===== src/rtl/rc_clkgen_multi_if.sv =====
// Bundle of per-channel enable/divider inputs and clock/status outputs.
interface rc_clkgen_multi_if #(
  parameter int unsigned NCH  = 2,
  parameter int unsigned DIVW = 16
);
  logic [NCH-1:0]      en;
  logic [NCH*DIVW-1:0] div;
  logic [NCH-1:0]      clk_out;
  logic [NCH-1:0]      ready;
  logic [NCH-1:0]      tick;

  modport master (output en, output div, input clk_out, input ready, input tick);
  modport slave  (input en, input div, output clk_out, output ready, output tick);
endinterface


===== src/rtl/rc_clkgen_multi.sv =====
// Multi-channel, enable-gated, programmable-frequency clock generator.
// Each channel warms up, runs at a period of 2*hp system cycles, and stops only after
// finishing a high phase, so no runt pulses appear on clk_out.
module rc_clkgen_multi #(
  parameter int unsigned NCH     = 2,
  parameter int unsigned DIVW    = 16,
  parameter int unsigned STARTUP = 4
) (
  input logic          clk,
  input logic          reset,
  rc_clkgen_multi_if.slave bus
);

  typedef enum logic [1:0] {StOff, StWarm, StRun, StStop} state_e;

  localparam int unsigned WarmW = (STARTUP > 2) ? $clog2(STARTUP) : 1;
  localparam logic [WarmW-1:0] WarmLast = WarmW'((STARTUP > 0) ? STARTUP - 1 : 0);

  state_e          state_q [NCH];
  state_e          state_d [NCH];
  logic [WarmW-1:0] warm_q [NCH];
  logic [WarmW-1:0] warm_d [NCH];
  logic [DIVW-1:0] cnt_q   [NCH];
  logic [DIVW-1:0] cnt_d   [NCH];
  logic [DIVW-1:0] hp_q    [NCH];
  logic [DIVW-1:0] hp_d    [NCH];
  logic [NCH-1:0]  clk_out_q, clk_out_d;
  logic [NCH-1:0]  ready_q, ready_d;
  logic [NCH-1:0]  tick_q, tick_d;

  // A zero divider would never reach hp-1; run it as the fastest setting instead.
  function automatic logic [DIVW-1:0] fix_hp(input logic [DIVW-1:0] d);
    return (d == '0) ? DIVW'(1) : d;
  endfunction

  // Per-channel next-state: warm-up, phase counting, graceful stop.
  always_comb begin
    for (int i = 0; i < NCH; i++) begin
      state_d[i]   = state_q[i];
      warm_d[i]    = warm_q[i];
      cnt_d[i]     = cnt_q[i];
      hp_d[i]      = hp_q[i];
      clk_out_d[i] = clk_out_q[i];

      unique case (state_q[i])
        StOff: begin
          if (bus.en[i]) begin
            if (STARTUP == 0) begin
              state_d[i] = StRun;
              cnt_d[i]   = '0;
              hp_d[i]    = fix_hp(bus.div[i*DIVW +: DIVW]);
            end else begin
              state_d[i] = StWarm;
              warm_d[i]  = '0;
            end
          end
        end
        StWarm: begin
          if (!bus.en[i]) begin
            state_d[i] = StOff;
            warm_d[i]  = '0;
          end else if (warm_q[i] == WarmLast) begin
            state_d[i] = StRun;
            warm_d[i]  = '0;
            cnt_d[i]   = '0;
            hp_d[i]    = fix_hp(bus.div[i*DIVW +: DIVW]);
          end else begin
            warm_d[i] = warm_q[i] + WarmW'(1);
          end
        end
        StRun, StStop: begin
          if (!bus.en[i] && !clk_out_q[i]) begin
            // Low phase: stopping here cannot shorten any pulse.
            state_d[i] = StOff;
            cnt_d[i]   = '0;
          end else begin
            state_d[i] = bus.en[i] ? StRun : StStop;
            if (cnt_q[i] == hp_q[i] - DIVW'(1)) begin
              clk_out_d[i] = ~clk_out_q[i];
              cnt_d[i]     = '0;
              hp_d[i]      = fix_hp(bus.div[i*DIVW +: DIVW]);
              // High phase completed while disabled: drop straight to OFF.
              if (!bus.en[i]) state_d[i] = StOff;
            end else begin
              cnt_d[i] = cnt_q[i] + DIVW'(1);
            end
          end
        end
      endcase

      ready_d[i] = (state_d[i] == StRun) || (state_d[i] == StStop);
      tick_d[i]  = ~clk_out_q[i] & clk_out_d[i];
    end
  end

  // State and registered outputs with synchronous reset.
  always_ff @(posedge clk) begin
    if (reset) begin
      for (int i = 0; i < NCH; i++) begin
        state_q[i] <= StOff;
        warm_q[i]  <= '0;
        cnt_q[i]   <= '0;
        hp_q[i]    <= '0;
      end
      clk_out_q <= '0;
      ready_q   <= '0;
      tick_q    <= '0;
    end else begin
      for (int i = 0; i < NCH; i++) begin
        state_q[i] <= state_d[i];
        warm_q[i]  <= warm_d[i];
        cnt_q[i]   <= cnt_d[i];
        hp_q[i]    <= hp_d[i];
      end
      clk_out_q <= clk_out_d;
      ready_q   <= ready_d;
      tick_q    <= tick_d;
    end
  end

  assign bus.clk_out = clk_out_q;
  assign bus.ready   = ready_q;
  assign bus.tick    = tick_q;

endmodule


===== src/flat_wrapper.sv =====
// flat-port wrapper written by rule: the top's interface ports become plain ports
module rc_clkgen_multi_flat 
#(
  parameter int unsigned NCH     = 2,
  parameter int unsigned DIVW    = 16,
  parameter int unsigned STARTUP = 4
)
  (clk, reset, bus_en, bus_div, bus_clk_out, bus_ready, bus_tick);
  rc_clkgen_multi_if #(.NCH(NCH), .DIVW(DIVW)) bus_i ();
  input logic clk;
  input logic reset;
  input wire logic [$bits(bus_i.en)-1:0] bus_en;
  input wire logic [$bits(bus_i.div)-1:0] bus_div;
  output wire logic [$bits(bus_i.clk_out)-1:0] bus_clk_out;
  output wire logic [$bits(bus_i.ready)-1:0] bus_ready;
  output wire logic [$bits(bus_i.tick)-1:0] bus_tick;
  assign bus_i.en = bus_en;
  assign bus_i.div = bus_div;
  assign bus_clk_out = bus_i.clk_out;
  assign bus_ready = bus_i.ready;
  assign bus_tick = bus_i.tick;
  rc_clkgen_multi #(.NCH(NCH), .DIVW(DIVW), .STARTUP(STARTUP)) u_core (.clk(clk), .reset(reset), .bus(bus_i));
endmodule

===== config.mk =====
export PLATFORM = sky130hd
export DESIGN_NAME = rc_clkgen_multi_flat
export DESIGN_NICKNAME = d
export VERILOG_FILES = /design/src/rtl/rc_clkgen_multi_if.sv /design/src/rtl/rc_clkgen_multi.sv /design/src/flat_wrapper.sv
export SDC_FILE = /design/constraint.sdc
export NUM_CORES = 1
export LEC_CHECK = 0
export ABC_AREA = 1
export ABC_CLOCK_PERIOD_IN_PS = 2500
export CORE_MARGIN = 2
export CORE_UTILIZATION = 55
export DETAILED_ROUTE_END_ITERATION = 8
export PLACE_DENSITY_LB_ADDON = 0.12
export SLEW_MARGIN = 25
export SYNTH_ARGS = -nofsm -noshare
export SYNTH_HDL_FRONTEND = slang
export SYNTH_SLANG_ARGS = --single-unit

===== constraint.sdc =====
create_clock -name clk -period 2.5 [get_ports clk]
set_clock_uncertainty 0.05 [all_clocks]
set_input_delay 0.375 -clock clk [delete_from_list [all_inputs] [get_ports clk]]
set_output_delay 0.375 -clock clk [all_outputs]
set_load 0.005 [all_outputs]

==> run_results.csv, run 1 <==
group,metric,value,unit
power_and_ir_drop,ir_drop,0.348,mV
timing,holdWs,0.423,ns
cells_and_area,drive_gt1_share,6.87,%
critical_path,cp.required,2.70,ns
power_and_ir_drop,power.density,386,nW/µm²
die,core_area,9240,µm²
detailed_routing,antenna_left,0,
cells_and_area,n_antenna_cell,0,
global_routing,grt_start_max_net_pins,40,
critical_path,end_kind,"flop",
timing,hold_viol,0,
die,die-height,102,µm
cells_and_area,final_nets,939,
yosys,yosysMostFrequentCell,"nand2_1",
power_and_ir_drop,p_leak,2.81,nW
placed_design,hpwl,9910,µm
global_routing,grt_overflow,0,
detailed_routing,first_pass_iters,5,
run,cap_violations,0,
timing,fmax,436,MHz
yosys,synth_top_cell_by_area,"dfxtp_1",
cells_and_area,final_util,65.8,%
detailed_routing,remaining_drc_errors,0,
yosys,synth_ff_type,"dfxtp_1",
power_and_ir_drop,power,2.35,mW
timing,slew_violations,0,
global_routing,grt_pass1_vias,4814,
status,status,"complete, no violations",
yosys,ys_ff_latch,78,
clock_tree,numCtsBuffers,9,
timing,period_minus_slack,2.29,ns
yosys,synth-async-reset-ratio,0,%
die,ios,42,
cells_and_area,areaGrowthSynthToFinish,16.0,%
placed_design,placed_cells,1013,
clock_tree,cts.path.max_buffers,2,
die,start_util,56.8,%
timing,worst_pin_slew,0.658,ns
clock_tree,holdBufCountCts,0,
detailed_routing,wl_per_cell,12.8,µm
global_routing,grt_pass1_wl,22100,µm
cells_and_area,fin_area,6080,µm²
yosys,ys.warnings.count,0,
detailed_routing,routed_wl,13200,µm
cells_and_area,final_cells,1031,
timing,setup_violations,0,
cells_and_area,multi_input_area,3250,µm²
placed_design,dpl_cell_area,5810,µm²
critical_path,worstSetupPathType,"flop to flop",
yosys,synth.distinct_cells,36,
placed_design,pre_cts_slack,0.0681,ns
yosys,syn_nets,895,
yosys,netlist_instances,853,
clock_tree,clk_latency,0.36,ns
yosys,yosys-top-cells-count,"nand2_1 (239), nor2_1 (116), inv_1 (98), dfxtp_1 (78), a21oi_1 (65)",
detailed_routing,drt_iter0_markers,322,
critical_path,arrival,2.50,ns
cells_and_area,num-fill-cells,860,
critical_path,crit_fanout,22,
yosys,synth_top_area_share,29.8,%
clock_tree,root_buffer,"clkbuf_8",
placed_design,gp_congestion,0.951,
clock_tree,clock-sinks,78,
clock_tree,h-tree-depth,3,
yosys,ys_seq_area_share,29.8,%
detailed_routing,vias,5434,
yosys,synth-edff-count,0,
die,die-area,10300,µm²
detailed_routing,vias_per_cell,5.27,
timing,fin_crit_sh,91.8,%
cells_and_area,seq_area,1560,µm²
timing,slew_headroom,55.7,%
critical_path,start_kind,"flop",
timing,tns,0,ns
yosys,syn_area,5240,µm²
yosys,synthTopCellsByArea,"dfxtp_1 (30%), nand2_1 (17%), nor2_1 (8.3%)",
global_routing,grt_use_total,26.5,%
global_routing,antenna_found_initial,0,
die,num_rows,35,
yosys,synth_area_per_cell,6.15,µm²
hold_path,hold_class,"flop to flop",
clock_tree,cts_tree,"built",
die,die_x,102,µm
clock_tree,clkSlewWorstSetupHoldPaths,0.08,ns
timing,layout_setup_ws,0.206,ns
placed_design,portBuffers,41,
power by group:
part,internal (mW),switching (mW),total (mW)
clock network,0.489,0.482,0.971
logic,0.0665,0.0592,0.126
registers,1.25,0.00510,1.25
total,1.80,0.546,2.35
logic make-up (layout without fill, tap and decap cells):
group | after synthesis | in the layout | synth area share (%)
AOI/OAI and AO/OA | 92 | 92 | 9.14
xor gates and xnor gates | 42 | 42 | 7.01
and+or+nand+nor | 508 | 508 | 43.3
DFF | 78 | 78 | 29.8
buffers and inverters | 127 | 176 | 9.35
adders and majority gates | 6 | 6 | 1.43
cells in the final DEF (no fill, tap or decap), drive strengths merged, types with 10 or more instances in the layout:
cell             n
nand4           32
nand3           62
nand2          242
dfxtp           78
xor2            32
buf             14
a21oi           65
inv            105
xnor2           10
clkbuf          11
nand3b          16
nor4            15
clkdlybuf4s50   41
o21ai           20
nor2           128
cell type report:
cell class / count / area share (%)
timing repair buffer: 55 / 8.54
inverter: 105 / 6.48
clock inverter: 5 / 0.926
sequential: 78 / 25.7
multi-input combinational: 648 / 53.4
tap: 129 / 2.65
clock buffer: 11 / 2.32
worst max-delay path: stages, from the launching register on:
cell and delay (ns):
dfxtp_1 0.30, inv_1 0.09, ha_1 0.21, nand3_2 0.17
nor2_2 0.23, o21ai_0 0.10, nor2_1 0.12, nand4_1 0.18
nor2_4 0.21, nand3_4 0.14, buf_6 0.20, a21oi_1 0.14
nor2_1 0.06
per-layer routing:
metal | vias up | wire length (µm) | global-route usage [%]
li1 | 2836 | - | -
met1 | 2387 | 6490 | 38.8
met2 | 191 | 5610 | 41.2
met3 | 20 | 871 | 3.86
met4 | 0 | 174 | 6.03
met5 | - | 0 | 0
flip-flops by register name, summed over array words and instances, names as in the netlist:
name / flops
u_core.hp_q: 32
u_core.state_q: 4
u_core.cnt_q: 32
u_core.warm_q: 4
u_core.bus.ready: 2
u_core.bus.clk_out: 2
u_core.bus.tick: 2
path summary, 6_finish.rpt:
check	end	cells after the start	slack, ns	from
max reg2reg	u_core.hp_q[0][13]	12	0.21	u_core.hp_q[0][1]
min	u_core.warm_q[0][1]	2	0.42	u_core.warm_q[0][1]
min reg2reg	u_core.warm_q[0][1]	2	0.42	u_core.warm_q[0][1]
max	u_core.hp_q[0][13]	12	0.21	u_core.hp_q[0][1]
repair_timing:
item,in CTS,in global routing
resized for setup,0,12
setup endpoints to repair,0,44
setup buffers,0,2
Note: power is estimated with default switching activity, not from simulation.
==> run 2: changes to the inputs <==
--- a/config.mk
+++ b/config.mk
@@ -5,7 +5,6 @@
 export SDC_FILE = /design/constraint.sdc
 export NUM_CORES = 1
 export LEC_CHECK = 0
-export ABC_AREA = 1
 export ABC_CLOCK_PERIOD_IN_PS = 2500
 export CORE_MARGIN = 2
 export CORE_UTILIZATION = 55
==> run_results.csv, run 2 <==
group,metric,value,unit
status,status,"finished with violations",
status,violations,"negative setup slack",
cells_and_area,areaGrowthSynthToFinish,34.3,%
yosys,synth_top_cell_by_area,"dfxtp_1",
critical_path,crit_fanout,8,
detailed_routing,drt_iter0_markers,375,
placed_design,portBuffers,41,
critical_path,r2r_cells,11,
placed_design,gp_congestion,0.930,
power_and_ir_drop,combinationalPowerShare,5.7,%
global_routing,grt_use_total,27.9,%
cells_and_area,drive_gt1_share,26.9,%
die,ios,42,
placed_design,hpwl,9460,µm
clock_tree,clock-sinks,78,
placed_design,placed_cells,776,
yosys,ys_seq_area_share,33.0,%
die,die_x,96.8,µm
critical_path,crit_chain,"inv_2 > ha_4 > or4b_4 > nor3_2 > nand2_1 > a2111oi_4 > o211ai_1 > or4b_4 > buf_6 > nand3_1 > a21oi_1",
yosys,yosys-top-cells-count,"dfxtp_1 (78), nand2_1 (77), nand3_1 (40), a21oi_1 (35), nor2_1 (31)",
yosys,synth_area_per_cell,8.11,µm²
timing,rsz0062_at_grt,"true",
cells_and_area,final_util,76.7,%
detailed_routing,antenna_left,0,
die,die-area,9370,µm²
timing,setup_violations,73,
yosys,yosysMostFrequentCell,"dfxtp_1",
power_and_ir_drop,seqPwrFrac,56.2,%
critical_path,end_kind,"flop",
yosys,synthTopCellsByArea,"dfxtp_1 (33%), nand2_1 (6.1%), xnor2_1 (4.3%)",
critical_path,critPathMostFrequentCell,"or4b_4",
timing,hold_viol,0,
yosys,syn_nets,626,
power_and_ir_drop,power.switching,0.544,mW
run,cap_violations,0,
detailed_routing,routed_wl,13500,µm
die,die-height,96.8,µm
yosys,netlist_instances,584,
hold_path,hold_class,"flop to flop",
yosys,synth.distinct_cells,72,
power_and_ir_drop,ir_drop,0.287,mV
die,start_util,57.1,%
detailed_routing,wl_per_cell,16.8,µm
global_routing,grt_start_max_net_pins,42,
cells_and_area,n_antenna_cell,0,
global_routing,grt_overflow,0,
timing,layout_setup_ws,-0.410,ns
clock_tree,h-tree-depth,3,
timing,slew_violations,0,
clock_tree,root_buffer,"clkbuf_8",
global_routing,grt_pass1_wl,22000,µm
cells_and_area,fin_area,6360,µm²
cells_and_area,final_cells,801,
detailed_routing,vias_per_cell,6.05,
detailed_routing,vias,4845,
critical_path,arrival,3.07,ns
detailed_routing,remaining_drc_errors,0,
timing,fin_crit_sh,116,%
power_and_ir_drop,power.density,349,nW/µm²
cells_and_area,final_nets,733,
cells_and_area,final_common_cell,"nand2_1",
critical_path,cpPeakStageDelay,0.60,ns
yosys,synth-async-reset-ratio,0,%
global_routing,antenna_found_initial,0,
power_and_ir_drop,p_clk_share,38.1,%
clock_tree,clk_latency,0.36,ns
yosys,synth_ff_type,"dfxtp_1",
detailed_routing,first_pass_iters,6,
cells_and_area,num-fill-cells,585,
yosys,synth-edff-count,0,
critical_path,start_kind,"flop",
cells_and_area,largest_registers,"u_core.cnt_q: 32 flops, u_core.hp_q: 32 flops",
hold_path,worstHoldPathCells,2,
global_routing,grt_pass1_vias,4711,
clock_tree,cts_tree,"built",
yosys,synth_top_area_share,33.0,%
clock_tree,numCtsBuffers,9,
timing,period_minus_slack,2.91,ns
die,core_area,8300,µm²
power_and_ir_drop,intPower,1.68,mW
power_and_ir_drop,p_leak,2.54,nW
clock_tree,clkSlewWorstSetupHoldPaths,0.09,ns
yosys,ys_ff_latch,78,
timing,fmax,344,MHz
critical_path,crit_path_top_delay_cell,"or4b_4",
clock_tree,cts.path.max_buffers,2,
power_and_ir_drop,swShare,24.5,%
cells_and_area,final_cell_mix,"nand2_1 (75), dfxtp_1 (74), buf_4 (73)",
yosys,syn_area,4740,µm²
timing,worst_pin_slew,0.645,ns
timing,slew_headroom,56.8,%
yosys,ys.warnings.count,0,
critical_path,cp.required,2.66,ns
die,num_rows,33,
placed_design,dpl_cell_area,5810,µm²
power_and_ir_drop,power,2.22,mW
critical_path,worstSetupPathType,"flop to flop",
==> run 2: worst max-delay path, delay by kind of cell, from the launching register on <==
| kind | cells | cell delay (ns) |
|---|---|---|
| compound gates | 3 | 0.59 |
| fa+ha+maj | 1 | 0.14 |
| flops | 1 | 0.33 |
| buf+inv | 2 | 0.23 |
| simple gates | 5 | 1.42 |
==> run 2: what timing repair did <==
| item | 4_1_cts | 5_1_grt |
|---|---|---|
| pin swaps | 27 | 18 |
| hold buffers | 0 | 0 |
| gates cloned | 3 | 3 |
| resized for setup | 58 | 17 |
| setup endpoints to repair | 73 | 74 |
| setup buffers | 3 | 1 |
==> run 2: area by class of cell <==
| cell class | count | area [µm²] | share of cell area [%] |
|---|---|---|---|
| Clock inverter | 4 | 32.5 | 0.511 |
| Timing Repair Buffer | 129 | 1170 | 18.3 |
| Clock buffer | 12 | 135 | 2.12 |
| Tap cell | 105 | 131 | 2.06 |
| Multi-Input combinational cell | 461 | 3290 | 51.6 |
| Inverter | 12 | 45.0 | 0.708 |
| Sequential cell | 78 | 1570 | 24.6 |
==> run 2: cells by family after synthesis <==
group / synth area share (%)
buffers and inverters: 4.65
AOI/OAI and AO/OA: 18.4
and+or+nand+nor: 29.9
adders and majority gates: 1.58
DFF: 33.0
muxes: 4.94
xor gates and xnor gates: 7.58
==> run 2: metal layers <==
metal,wire length [µm],track usage (%),vias up
li1,-,-,2363
met5,0,0,-
met3,922,6.43,26
met2,6130,43.6,164
met4,215,7.58,0
met1,6200,38.8,2292
==> run 2: stage by stage <==
stage | setup TNS (ns) | hold slack, ns | setup WS, ns
6_report | -20.61 | 0.426 | -0.410
5_1_grt | -30.12 | 0.474 | -0.582
4_1_cts | -19.53 | 0.428 | -0.370
3_5_place_dp | -23.52 | 0.416 | -0.488
3_3_place_gp | -19.45 | 0.412 | -0.400
2_1_floorplan | -21.28 | 0.401 | -0.443
==> run 2: power by group through the flow <==
| stage | clock [mW] | combinational [mW] | sequential (mW) |
|---|---|---|---|
| after floorplan | 0 | 0.0469 | 1.28 |
| after global placement | 0 | 0.121 | 1.28 |
| after detailed placement | 0 | 0.123 | 1.28 |
| after CTS | 0.850 | 0.126 | 1.25 |
| after global routing | 0.915 | 0.138 | 1.25 |
| final | 0.846 | 0.128 | 1.25 |
==> run 2: worst paths after layout <==
check / end / slack (ns) / from
min: u_core.hp_q[0][15] / 0.43 / u_core.hp_q[0][15]
max reg2reg: u_core.hp_q[0][17] / -0.41 / u_core.hp_q[0][17]
max: u_core.hp_q[0][17] / -0.41 / u_core.hp_q[0][17]
min reg2reg: u_core.hp_q[0][15] / 0.43 / u_core.hp_q[0][15]
==> run 3: changes to the inputs <==
--- a/config.mk
+++ b/config.mk
@@ -9,7 +9,7 @@
 export CORE_MARGIN = 2
 export CORE_UTILIZATION = 55
 export DETAILED_ROUTE_END_ITERATION = 8
-export PLACE_DENSITY_LB_ADDON = 0.12
+export PLACE_DENSITY = 0.77
 export SLEW_MARGIN = 25
 export SYNTH_ARGS = -nofsm -noshare
 export SYNTH_HDL_FRONTEND = slang
==> run_results.csv, run 3 (synthesis results as in run 2) <==
group,metric,value,unit
detailed_routing,vias,5339,
clock_tree,root_buffer,"clkbuf_8",
cells_and_area,final_nets,743,
global_routing,grt_start_max_net_pins,34,
critical_path,crit_chain,"inv_2 > ha_4 > or4b_4 > nor3_2 > nand2_1 > a2111oi_4 > o211ai_1 > buf_4 > nor4b_4 > buf_6 > o21ai_2 > a21oi_1",
clock_tree,clock-sinks,78,
status,violations,"negative setup slack",
placed_design,portBuffers,41,
clock_tree,h-tree-depth,3,
timing,layout_setup_ws,-0.688,ns
die,die-area,9370,µm²
cells_and_area,largest_registers,"u_core.cnt_q: 32 flops, u_core.hp_q: 32 flops",
clock_tree,clkSlewWorstSetupHoldPaths,0.09,ns
placed_design,gp_congestion,0.947,
global_routing,grt_pass1_wl,24100,µm
critical_path,crit_path_top_delay_cell,"or4b_4",
detailed_routing,drt_iter0_markers,577,
detailed_routing,antenna_left,0,
critical_path,cp.buffers_inverters,3,
critical_path,critical_path.top_delay_family,"simple AND/OR/NAND/NOR gates",
detailed_routing,first_pass_iters,5,
global_routing,grt_pass1_vias,4988,
clock_tree,holdBufCountCts,0,
run,cap_violations,0,
timing,slew_violations,0,
clock_tree,cts.path.max_buffers,2,
cells_and_area,num-fill-cells,421,
timing,slew_headroom,43.7,%
cells_and_area,final_util,83.3,%
timing,fmax,314,MHz
die,num_rows,33,
detailed_routing,remaining_drc_errors,0,
critical_path,arrival,3.41,ns
global_routing,grt_use_total,30.8,%
clock_tree,clk_latency,0.36,ns
detailed_routing,routed_wl,17200,µm
hold_path,hold_class,"flop to flop",
power_and_ir_drop,power.density,338,nW/µm²
detailed_routing,vias_per_cell,6.58,
die,die_x,96.8,µm
die,ios,42,
timing,worst_pin_slew,0.844,ns
cells_and_area,drive_gt1_share,37.1,%
detailed_routing,wl_per_cell,21.2,µm
timing,hold_viol,0,
die,die-height,96.8,µm
placed_design,pre_cts_slack,-0.470,ns
critical_path,cp.required,2.73,ns
critical_path,worstSetupPathType,"flop to flop",
status,status,"finished with violations",
critical_path,end_kind,"flop",
die,core_area,8300,µm²
power_and_ir_drop,ir_drop,0.713,mV
critical_path,start_kind,"flop",
clock_tree,cts_tree,"built",
cells_and_area,final_cell_mix,"nand2_1 (75), buf_4 (75), dfxtp_1 (75)",
cells_and_area,areaGrowthSynthToFinish,45.9,%
timing,period_minus_slack,3.19,ns
timing,fin_crit_sh,128,%
global_routing,grt_overflow,0,
clock_tree,numCtsBuffers,9,
cells_and_area,n_antenna_cell,0,
timing,rsz0062_at_grt,"true",
power_and_ir_drop,power,2.34,mW
placed_design,hpwl,9380,µm
global_routing,antenna_found_initial,0,
power_and_ir_drop,p_leak,2.69,nW
critical_path,cpPeakStageDelay,0.53,ns
die,start_util,57.1,%
timing,setup_violations,74,
critical_path,crit_fanout,8,
## run 3: timing repair
action                     CTS  global route
gates cloned                 5             2
setup endpoints to repair   73            74
gates resized for setup     85            84
setup buffers               11             6
pin swaps                   50            34
## run 3: through the flow
| step | hold slack [ns] | std cells | TNS [ns] | instance area (µm²) |
|---|---|---|---|---|
| 2_1_floorplan | 0.401 | 584 | -21.28 | 4890 |
| 3_3_place_gp | 0.424 | 773 | -20.38 | 5800 |
| 3_5_place_dp | 0.436 | 773 | -25.06 | 5800 |
| 5_1_grt | 0.469 | 811 | -36.59 | 6910 |
| 4_1_cts | 0.447 | 805 | -22.40 | 6450 |
| 6_report | 0.450 | 811 | -31.54 | 6910 |
## run 3: area by class of cell
cell class / count / area (µm²) / share of cell area [%]
repair buffers: 138 / 1290 / 18.7
well taps: 105 / 131 / 1.90
inverters: 12 / 45.0 / 0.652
flip-flops and latches: 78 / 1570 / 22.6
clock inverters: 5 / 40.0 / 0.579
clock buffers: 11 / 151 / 2.19
multi-input cells: 462 / 3690 / 53.3
## run 3: worst paths after layout
path                 startpoint            endpoint  slack, ns  cells past startpoint
min reg2reg  u_core.hp_q[0][12]  u_core.hp_q[0][12]       0.45                      2
max reg2reg  u_core.hp_q[0][17]  u_core.hp_q[0][19]      -0.69                     12
min          u_core.hp_q[0][12]  u_core.hp_q[0][12]       0.45                      2
max          u_core.hp_q[0][17]  u_core.hp_q[0][19]      -0.69                     12
## run 3: layer usage
| metal | wire length, µm | share of wire [%] | global-route usage [%] | vias up |
|---|---|---|---|---|
| li1 | - | - | - | 2377 |
| met1 | 6950 | 40 | 40.8 | 2582 |
| met2 | 8310 | 48 | 51.6 | 318 |
| met3 | 1350 | 7.8 | 5.27 | 62 |
| met4 | 595 | 3.5 | 9.10 | 0 |
| met5 | 0 | 0 | 0 | - |
## run 3: worst min-delay path, delay by kind of cell (launching register included)
kind	cells	cell delay [ns]
and+or+nand+nor	1	0.06
DFF	1	0.34
muxes	1	0.05
## run 3: report_power, final
part | switching [mW] | internal [mW] | total (mW)
logic | 0.0753 | 0.0696 | 0.145
clock network | 0.522 | 0.422 | 0.945
registers | 0.00380 | 1.24 | 1.25
